$ cat src/rtl/traffic_pkg.sv
// Shared light and phase encodings for the intersection controller.
package traffic_pkg;
  localparam logic [1:0] L_RED = 2'd0;
  localparam logic [1:0] L_YEL = 2'd1;
  localparam logic [1:0] L_GRN = 2'd2;
  localparam logic [1:0] L_OFF = 2'd3;

  typedef enum logic [1:0] {
    PH_GREEN  = 2'd0,
    PH_YELLOW = 2'd1,
    PH_ALLRED = 2'd2,
    PH_FLASH  = 2'd3
  } phase_t;
endpackage

$ cat src/rtl/rr_pick.sv
// Round-robin next-requester search: first set req after cur, wrapping modulo N_ROADS.
module rr_pick #(
  parameter int N_ROADS = 3
) (
  input  logic [N_ROADS-1:0] req,
  input  logic [2:0]         cur,
  output logic [2:0]         nxt,
  output logic               valid
);
  logic [7:0] req8;
  logic [3:0] idx;

  assign req8 = 8'(req);

  // Walk farthest-to-nearest so the nearest requester after cur wins.
  always_comb begin
    nxt   = '0;
    valid = 1'b0;
    idx   = '0;
    for (int k = N_ROADS - 1; k >= 1; k--) begin
      idx = {1'b0, cur} + 4'(k);
      if (idx >= 4'(N_ROADS)) idx = idx - 4'(N_ROADS);
      if (req8[idx[2:0]]) begin
        nxt   = idx[2:0];
        valid = 1'b1;
      end
    end
  end
endmodule

$ cat src/rtl/multi_sig_control.sv
// Multi-road traffic signal controller: round-robin green, yellow/all-red clearance, flash mode.
module multi_sig_control
  import traffic_pkg::*;
#(
  parameter int N_ROADS = 3,
  parameter int CW      = 8
) (
  input  logic                   clock,
  input  logic                   clear_n,
  input  logic [N_ROADS-1:0]     car,
  input  logic                   flash,
  input  logic [CW-1:0]          min_green,
  input  logic [CW-1:0]          max_green,
  input  logic [CW-1:0]          yel_time,
  input  logic [CW-1:0]          ar_time,
  output logic [2*N_ROADS-1:0]   light,
  output logic [2:0]             active,
  output logic [1:0]             phase
);
  phase_t        state, state_n;
  logic [2:0]    cur, cur_n, nxt, nxt_n, pick;
  logic [CW-1:0] cnt, cnt_n;
  logic          ftog, ftog_n;   // 0: flash lamps lit yellow, 1: dark
  logic          other_req, flash_wrap;
  logic [7:0]    car8;

  assign car8 = 8'(car);

  rr_pick #(.N_ROADS(N_ROADS)) u_pick (
    .req   (car),
    .cur   (cur),
    .nxt   (pick),
    .valid (other_req)
  );

  assign flash_wrap = (state == PH_FLASH) && flash && (cnt == yel_time);

  always_ff @(posedge clock) begin
    if (!clear_n) begin
      state <= PH_GREEN;
      cur   <= '0;
      nxt   <= '0;
      cnt   <= '0;
      ftog  <= 1'b0;
    end else begin
      state <= state_n;
      cur   <= cur_n;
      nxt   <= nxt_n;
      cnt   <= cnt_n;
      ftog  <= ftog_n;
    end
  end

  always_comb begin
    state_n = state;
    cur_n   = cur;
    nxt_n   = nxt;
    ftog_n  = ftog;
    if (flash) begin
      if (state != PH_FLASH) begin
        state_n = PH_FLASH;
        ftog_n  = 1'b0;
      end else if (flash_wrap) begin
        ftog_n = ~ftog;
      end
    end else begin
      case (state)
        PH_GREEN:
          if (other_req && ((cnt >= max_green) || ((cnt >= min_green) && !car8[cur]))) begin
            state_n = PH_YELLOW;
            nxt_n   = pick;
          end
        PH_YELLOW: if (cnt == yel_time) state_n = PH_ALLRED;
        PH_ALLRED:
          if (cnt == ar_time) begin
            state_n = PH_GREEN;
            cur_n   = nxt;
          end
        default: begin
          state_n = PH_ALLRED;
          nxt_n   = '0;
        end
      endcase
    end
    // One counter serves every phase and also paces the flash blink.
    if (state_n != state || flash_wrap) cnt_n = '0;
    else if (cnt == '1)                 cnt_n = cnt;
    else                                cnt_n = cnt + CW'(1);
  end

  always_comb begin
    light = '0;
    for (int i = 0; i < N_ROADS; i++) begin
      case (state)
        PH_GREEN:  light[2*i +: 2] = (3'(i) == cur) ? L_GRN : L_RED;
        PH_YELLOW: light[2*i +: 2] = (3'(i) == cur) ? L_YEL : L_RED;
        PH_ALLRED: light[2*i +: 2] = L_RED;
        default:   light[2*i +: 2] = ftog ? L_OFF : L_YEL;
      endcase
    end
  end

  assign active = cur;
  assign phase  = state;
endmodule

$ cat config.mk
export PLATFORM = sky130hd
export DESIGN_NAME = multi_sig_control
export DESIGN_NICKNAME = d
export VERILOG_FILES = /design/src/rtl/traffic_pkg.sv /design/src/rtl/rr_pick.sv /design/src/rtl/multi_sig_control.sv
export SDC_FILE = /design/constraint.sdc
export NUM_CORES = 1
export LEC_CHECK = 0
export CORE_MARGIN = 2
export CORE_UTILIZATION = 35
export DETAILED_ROUTE_END_ITERATION = 7
export GPL_TIMING_DRIVEN = 0
export SETUP_SLACK_MARGIN = 0.2
export SYNTH_ARGS = -nofsm -noshare
export SYNTH_HDL_FRONTEND = slang
export SYNTH_SLANG_ARGS = --single-unit
$ cat constraint.sdc
create_clock -name clock -period 8.41 [get_ports clock]
set_input_delay 1.682 -clock clock [delete_from_list [all_inputs] [get_ports clock]]
set_output_delay 1.682 -clock clock [all_outputs]
set_load 0.05 [all_outputs]
After elaboration in Yosys (flattened, before gate mapping):

Cells that the tools add are included.

* add/sub/neg operators: 5
* $lt $le $gt $ge: 7
* eq/ne operators: 11
* mux-type cells: 32
* bitwise operators: 4
* reduce and logical (&&, ||, !) cells: 15

Operators with widths (count)
* 2-bit one-hot mux with 3 select lines: 4
* 2-bit two-way mux: 9
* 8-bit equality test: 2
* 8-bit greater-or-equal comparator: 2
* 3-bit two-way mux: 5
* 3-bit by 4-bit less-than comparator with 1-bit output (second input constant): 3
* 1-bit two-way mux: 10
* 1-bit binary-select mux with 3-bit select: 3
* 8-bit by 1-bit adder with 8-bit output (second input constant): 1
* 8-bit equality test (second input constant): 1
* 4-bit by 2-bit greater-or-equal comparator with 1-bit output (second input constant): 2
* 3-bit one-hot mux with 2 select lines: 1
* 3-bit AND reduction: 2
* 3-bit by 2-bit subtractor with 3-bit output (second input constant): 2
* 3-bit by 1-bit adder with 4-bit output (second input constant): 1
* 3-bit by 2-bit adder with 4-bit output (second input constant): 1
* 2-bit equality test (second input constant): 2
* 1-bit logical AND: 4
* 2-bit inequality test (second input constant): 2
* 1-bit inverter: 4
* 2-bit OR reduction: 2
* 1-bit by 3-bit equality test with 1-bit output (first input constant): 1
* 2-bit by 3-bit equality test with 1-bit output (first input constant): 1
* 3-bit logical NOT: 1
* 7 further kinds: 8

* bits in registers: 17
* word-level logic and storage cells: 79

Logic depth before layout (Yosys ltp):

Gate-level depths: netlist of the first run.

* depth after elaboration: 14
* gate-level depth with buffers: 10
* gate-level depth less buffers: 9

Modules after synthesis:

A second synthesis of the first run with hierarchy kept.

* cells, all modules: 268
* area total of the unflattened synthesis: 2213.4 um^2

Modules (own cells, without submodules)
* multi_sig_control: instances 1, cells each 204, area each 1714.1 um^2, seq. area each 340.3 um^2
* rr_pick: instances 1, cells each 64, area each 499.2 um^2, seq. area each 0.0 um^2

Least setup slack after synthesis of the first run:

No wires, ideal clock.

* path type: register -> output
* start: register state[0] (netlist: phase[0])
* end: output light[3]
* arrival: 2.371 ns
* slack: 4.357 ns
* stages on the path, launching flop included: 5
* path buffers: 1
* cells stage by stage: dfxtp_1 ha_1 clkbuf_1 nand2b_1 o21ai_0

* word-level cells in the longest chain between the ends: 2
* elaborated cells on any way between the ends: 4
* classes of those cells: eq/ne (2); mux (1); reduce/logical (1)

Ends and longest elaborated chain
* start: declaration: line multi_sig_control.sv:20 `phase_t state, state_n;`
* start signal: assignment: line multi_sig_control.sv:46 `state <= state_n;`
* 2-bit equality test (tied with other cells): line multi_sig_control.sv:94 `case (state)`
* 2-bit one-hot mux with 3 select lines (*): line multi_sig_control.sv:94
* end: declaration: line multi_sig_control.sv:16 `output logic [2*N_ROADS-1:0] light,`

Every way passes the cells marked *; elsewhere a longest branch is shown, timed or not.

Final worst setup path of the first run:

* start: register state[0] (netlist: phase[0])
* end: output light[1]

The elaborated chain is that of the path after synthesis.

==> results, run 1 <==
- The sum of negative setup slack is 0 ps.
- The via count of the routed design is 1763.
- The post-synthesis cell type with the largest combined area is sky130_fd_sc_hd__dfxtp_1.
- Yosys printed 0 warnings.
- The final cycle utilization of the critical path is 49.2%.
- The worst path needs 4130 ps of the cycle, external delays included.
- CTS placed an instance of sky130_fd_sc_hd__clkbuf_8 at the clock tree root.
- The detailed-placement wirelength estimate is 3620 um.
- The post-cts hold buffer count is 0.
- TritonCTS built the clock tree.
- Before antenna repair, the detailed router went through 4 iterations.
- The pin count of the biggest net entering global routing is 11.
- The switching portion of total power is 31.7%.
- The number of nets with antenna violations after routing is 0.
- The final-report setup violation count is 0.
- The number of buffer cells added on primary ports is 47.
- The first-pass GRT wire length is 7380 um.
- The most used flip-flop cell after synthesis is sky130_fd_sc_hd__dfxtp_1.
- Clock tree synthesis found a total of 17 sinks.
- The clock group share of total power is 28.0%.
- After technology mapping, the gate count stands at 236.
- The endpoint type of the worst setup path is an output port.
- The overall track demand over capacity in global routing is 14.7%.
- The maximum clock skew at final layout is 1.50 ps.
- The floorplan step set the die width to 77.9 um.
- The commonest cells after synthesis are sky130_fd_sc_hd__ha_1, sky130_fd_sc_hd__inv_1, sky130_fd_sc_hd__nand2_1, sky130_fd_sc_hd__dfxtp_1, sky130_fd_sc_hd__xor2_1.
- Synthesis produced a netlist with a net count of 301.
- Post-CTS repair changed the size of 0 cells.
- The synthesized netlist occupies a cell area of 1910 um^2.
- The upper clock frequency limit is 242 MHz.
- The internal power of the cells totals 154 uW.
- In the final routed layout, each cell accounts on average for 12.8 um.
- Across all hold checks on the routed design, the worst slack comes to 437 ps.
- In this run the standard cell core region covers 5200 um^2.
- The number of top-level design ports is 49.
- The number of synthesized flops with an enable pin is 0.
- The number of global-route vias before repair came to 1625.
- 0 antenna diodes ended up in the layout.
- The flow ran to the end, and the final reports show no timing, DRC or antenna violations.
- The number of CTS-inserted buffers is 3.
- The average instance in the mapped netlist occupies 8.11 um^2.
- The clock insertion delay at the later pin of the skew report is 260 ps.
- The analysis attributes to cell leakage a power of 1.08 nW.
- For this run the aggregate overflow at the end of global routing stands at 0.
- The arrival time of the worst setup path is 2450 ps.
- In this run, the number of DRC markers left after iteration 0 of detailed routing was 43.
- The final RePlAce weighted congestion is 0.796.
- After clock tree synthesis, the clock-pin slew on the worst setup and hold paths is 70 ps.
- Counting flops with an async set or reset pin after synthesis yields a share of 0%.
- In this run the power density over the cells is 89.7 nW/um^2.
- For the pin with the worst max-slew slack, the measured transition is 631 ps.
- The number of hold violations in the final report is 0.
- The worst supply voltage drop on vdd is 95.5 uV.
- The area of the die is 6070 um^2.
- After the last flow step, the layout net total stands at 353.
- Sequential cells burn 37.7% of the power.
- The layout has 556 filler cells.
- Setup repair after global routing left no endpoint under its margin.
- The type of origin of the critical path is a register.
- The share of synthesized area in the top cell type comes to 17.8%.
- For this run, design rule violations remaining after detail routing come to 0.
- The power share of the combinational group is 34.2%.
- In the post-synthesis netlist, the biggest area contributors are sky130_fd_sc_hd__dfxtp_1, sky130_fd_sc_hd__ha_1, sky130_fd_sc_hd__xor2_1.
- After synthesis, flip-flops and latches occupy 17.8% of the total area.
- The routed design has 4570 um of wire.
- The analysis attributes to net switching a power of 71.7 uW.
- After synthesis the netlist holds a flip-flop and latch count of 17.
- The max-slew violation count is 0.
- The effective utilization at floorplan is 36.8%.
- The most common cell in the synthesized netlist is sky130_fd_sc_hd__ha_1.
- The floorplan has 26 rows.
- The number of setup buffers added after CTS is 0.
- The endpoint required time on the critical path is 6730 ps.
- The total power after layout is 226 uW.
- Cells with a size suffix above 1 make up 5.57% of the layout.
- The count of unique library cells instantiated by Yosys is 43.
- The tool flagged a number of max-cap violations equal to 0.
- From synthesis to final layout, the design area changed by 31.6%.
- The vertical die dimension is 77.9 um.
- The setup path with the least slack is of type register to output port.
- In this run the deepest clock path goes through 2 buffers.
- The initial antenna violation count is 0.
- The via density per instance is 4.94.
- The worst slew margin relative to its limit is 57.9%.
- The worst hold path belongs to the class register to register.
- In this run the number of H-tree levels came out at 1.
- Of all nets on the critical path, the largest fanout is 10.
power groups by stage:
stage                     clock (mW)  combinational [mW]  sequential, mW
final                         0.0633              0.0773          0.0852
after global routing          0.0684              0.0840          0.0855
after CTS                     0.0659              0.0780          0.0852
after detailed placement           0              0.0773          0.0871
after global placement             0              0.0771          0.0872
after floorplan                    0              0.0445          0.0895
final cells by class:
type                            count  area, um^2  area share (%)
Buffer                              7        28.8            1.14
Clock buffer                        3        41.3            1.64
Clock inverter                      1        5.00           0.199
Inverter                           23        86.3            3.43
Multi-Input combinational cell    189        1460            57.9
Sequential cell                    17         340            13.5
Tap cell                           70        87.6            3.48
Timing Repair Buffer               47         470            18.7
sequential cells by signal, indices dropped and copies added, names as in the netlist:
| signal | flops |
|---|---|
| active | 3 |
| cnt | 8 |
| ftog | 1 |
| nxt | 3 |
| phase | 2 |
cell families (layout without fill, tap and decap cells):
family,count (synthesis),count (layout),share of synthesized area [%]
and+or+nand+nor,84,84,23.1
buffers and inverters,30,81,6.02
adders and majority gates,27,27,17.7
DFF,17,17,17.8
AOI/OAI and AO/OA,45,45,19.5
xor gates and xnor gates,20,20,9.16
muxes,13,13,6.80
worst paths after layout:
| path | slack [ps] | end | cells past startpoint | startpoint |
|---|---|---|---|---|
| worst max register to register | 5400 | cnt[4]$_SDFFE_PP0P_ | 10 | cnt[0]$_SDFFE_PP0P_ |
| worst min-delay path | 440 | nxt[2]$_SDFFE_PN0P_ | 2 | nxt[2]$_SDFFE_PN0P_ |
| worst min register to register | 440 | nxt[2]$_SDFFE_PN0P_ | 2 | nxt[2]$_SDFFE_PN0P_ |
| worst max-delay path | 4280 | light[1] | 5 | phase[0]$_SDFF_PN0_ |
critical path, cell delays in order, from the launching register on:
cell                              delay (ps)
sky130_fd_sc_hd__dfxtp_1                 520
sky130_fd_sc_hd__ha_1                    240
sky130_fd_sc_hd__clkbuf_1                350
sky130_fd_sc_hd__nand2_1                 140
sky130_fd_sc_hd__o21ai_0                 100
sky130_fd_sc_hd__clkdlybuf4s50_1         830
layer usage:
metal / track usage [%] / wire length [um] / part of all wire, %
met3: 3.02 / 241 / 5.3
met5: 0 / 0 / 0
met4: 2.11 / 0 / 0
met2: 23.7 / 1980 / 43
met1: 20.7 / 2340 / 51
cell usage in the layout, fill, tap and decap left out, types with 8 or more instances in the layout:
cell type,netlist,layout
sky130_fd_sc_hd__xor2_1,17,17
sky130_fd_sc_hd__nor2_1,11,11
sky130_fd_sc_hd__nor3_1,10,10
sky130_fd_sc_hd__mux2i_1,13,13
sky130_fd_sc_hd__dfxtp_1,17,17
sky130_fd_sc_hd__nand2_1,22,22
sky130_fd_sc_hd__a21oi_1,13,13
sky130_fd_sc_hd__ha_1,27,27
sky130_fd_sc_hd__clkdlybuf4s50_1,0,47
sky130_fd_sc_hd__inv_1,23,23
sky130_fd_sc_hd__nand3_1,8,8
sky130_fd_sc_hd__o21ai_0,9,9
stage by stage:
step | worst slack [ps] | utilization, % | std cells | area, um^2
after floorplan | 4360 | - | 236 | 1910
after global placement | 4020 | 47.5 | 353 | 2470
after detailed placement | 3970 | 47.5 | 353 | 2470
after CTS | 4250 | 48.4 | 357 | 2520
after global routing | 4120 | 48.4 | 357 | 2520
final | 4280 | 48.4 | 357 | 2520
Note: power is estimated with default switching activity, not from simulation.
==> run 2, diff against run 1 <==
clock period = 3.8 ns   (was 8.41 ns; I/O delays follow)
==> results of run 2 <==
The final DEF is identical to that of run 1. Status: finished clean.
Main changes from that run: setup slack after placement 3970 ps -> 287 ps; setup slack after layout 4280 ps -> 588 ps; register-to-register setup slack 5400 ps -> 790 ps; total power 0.226 mW -> 0.500 mW; worst IR drop on VDD 95.5 uV -> 211 uV
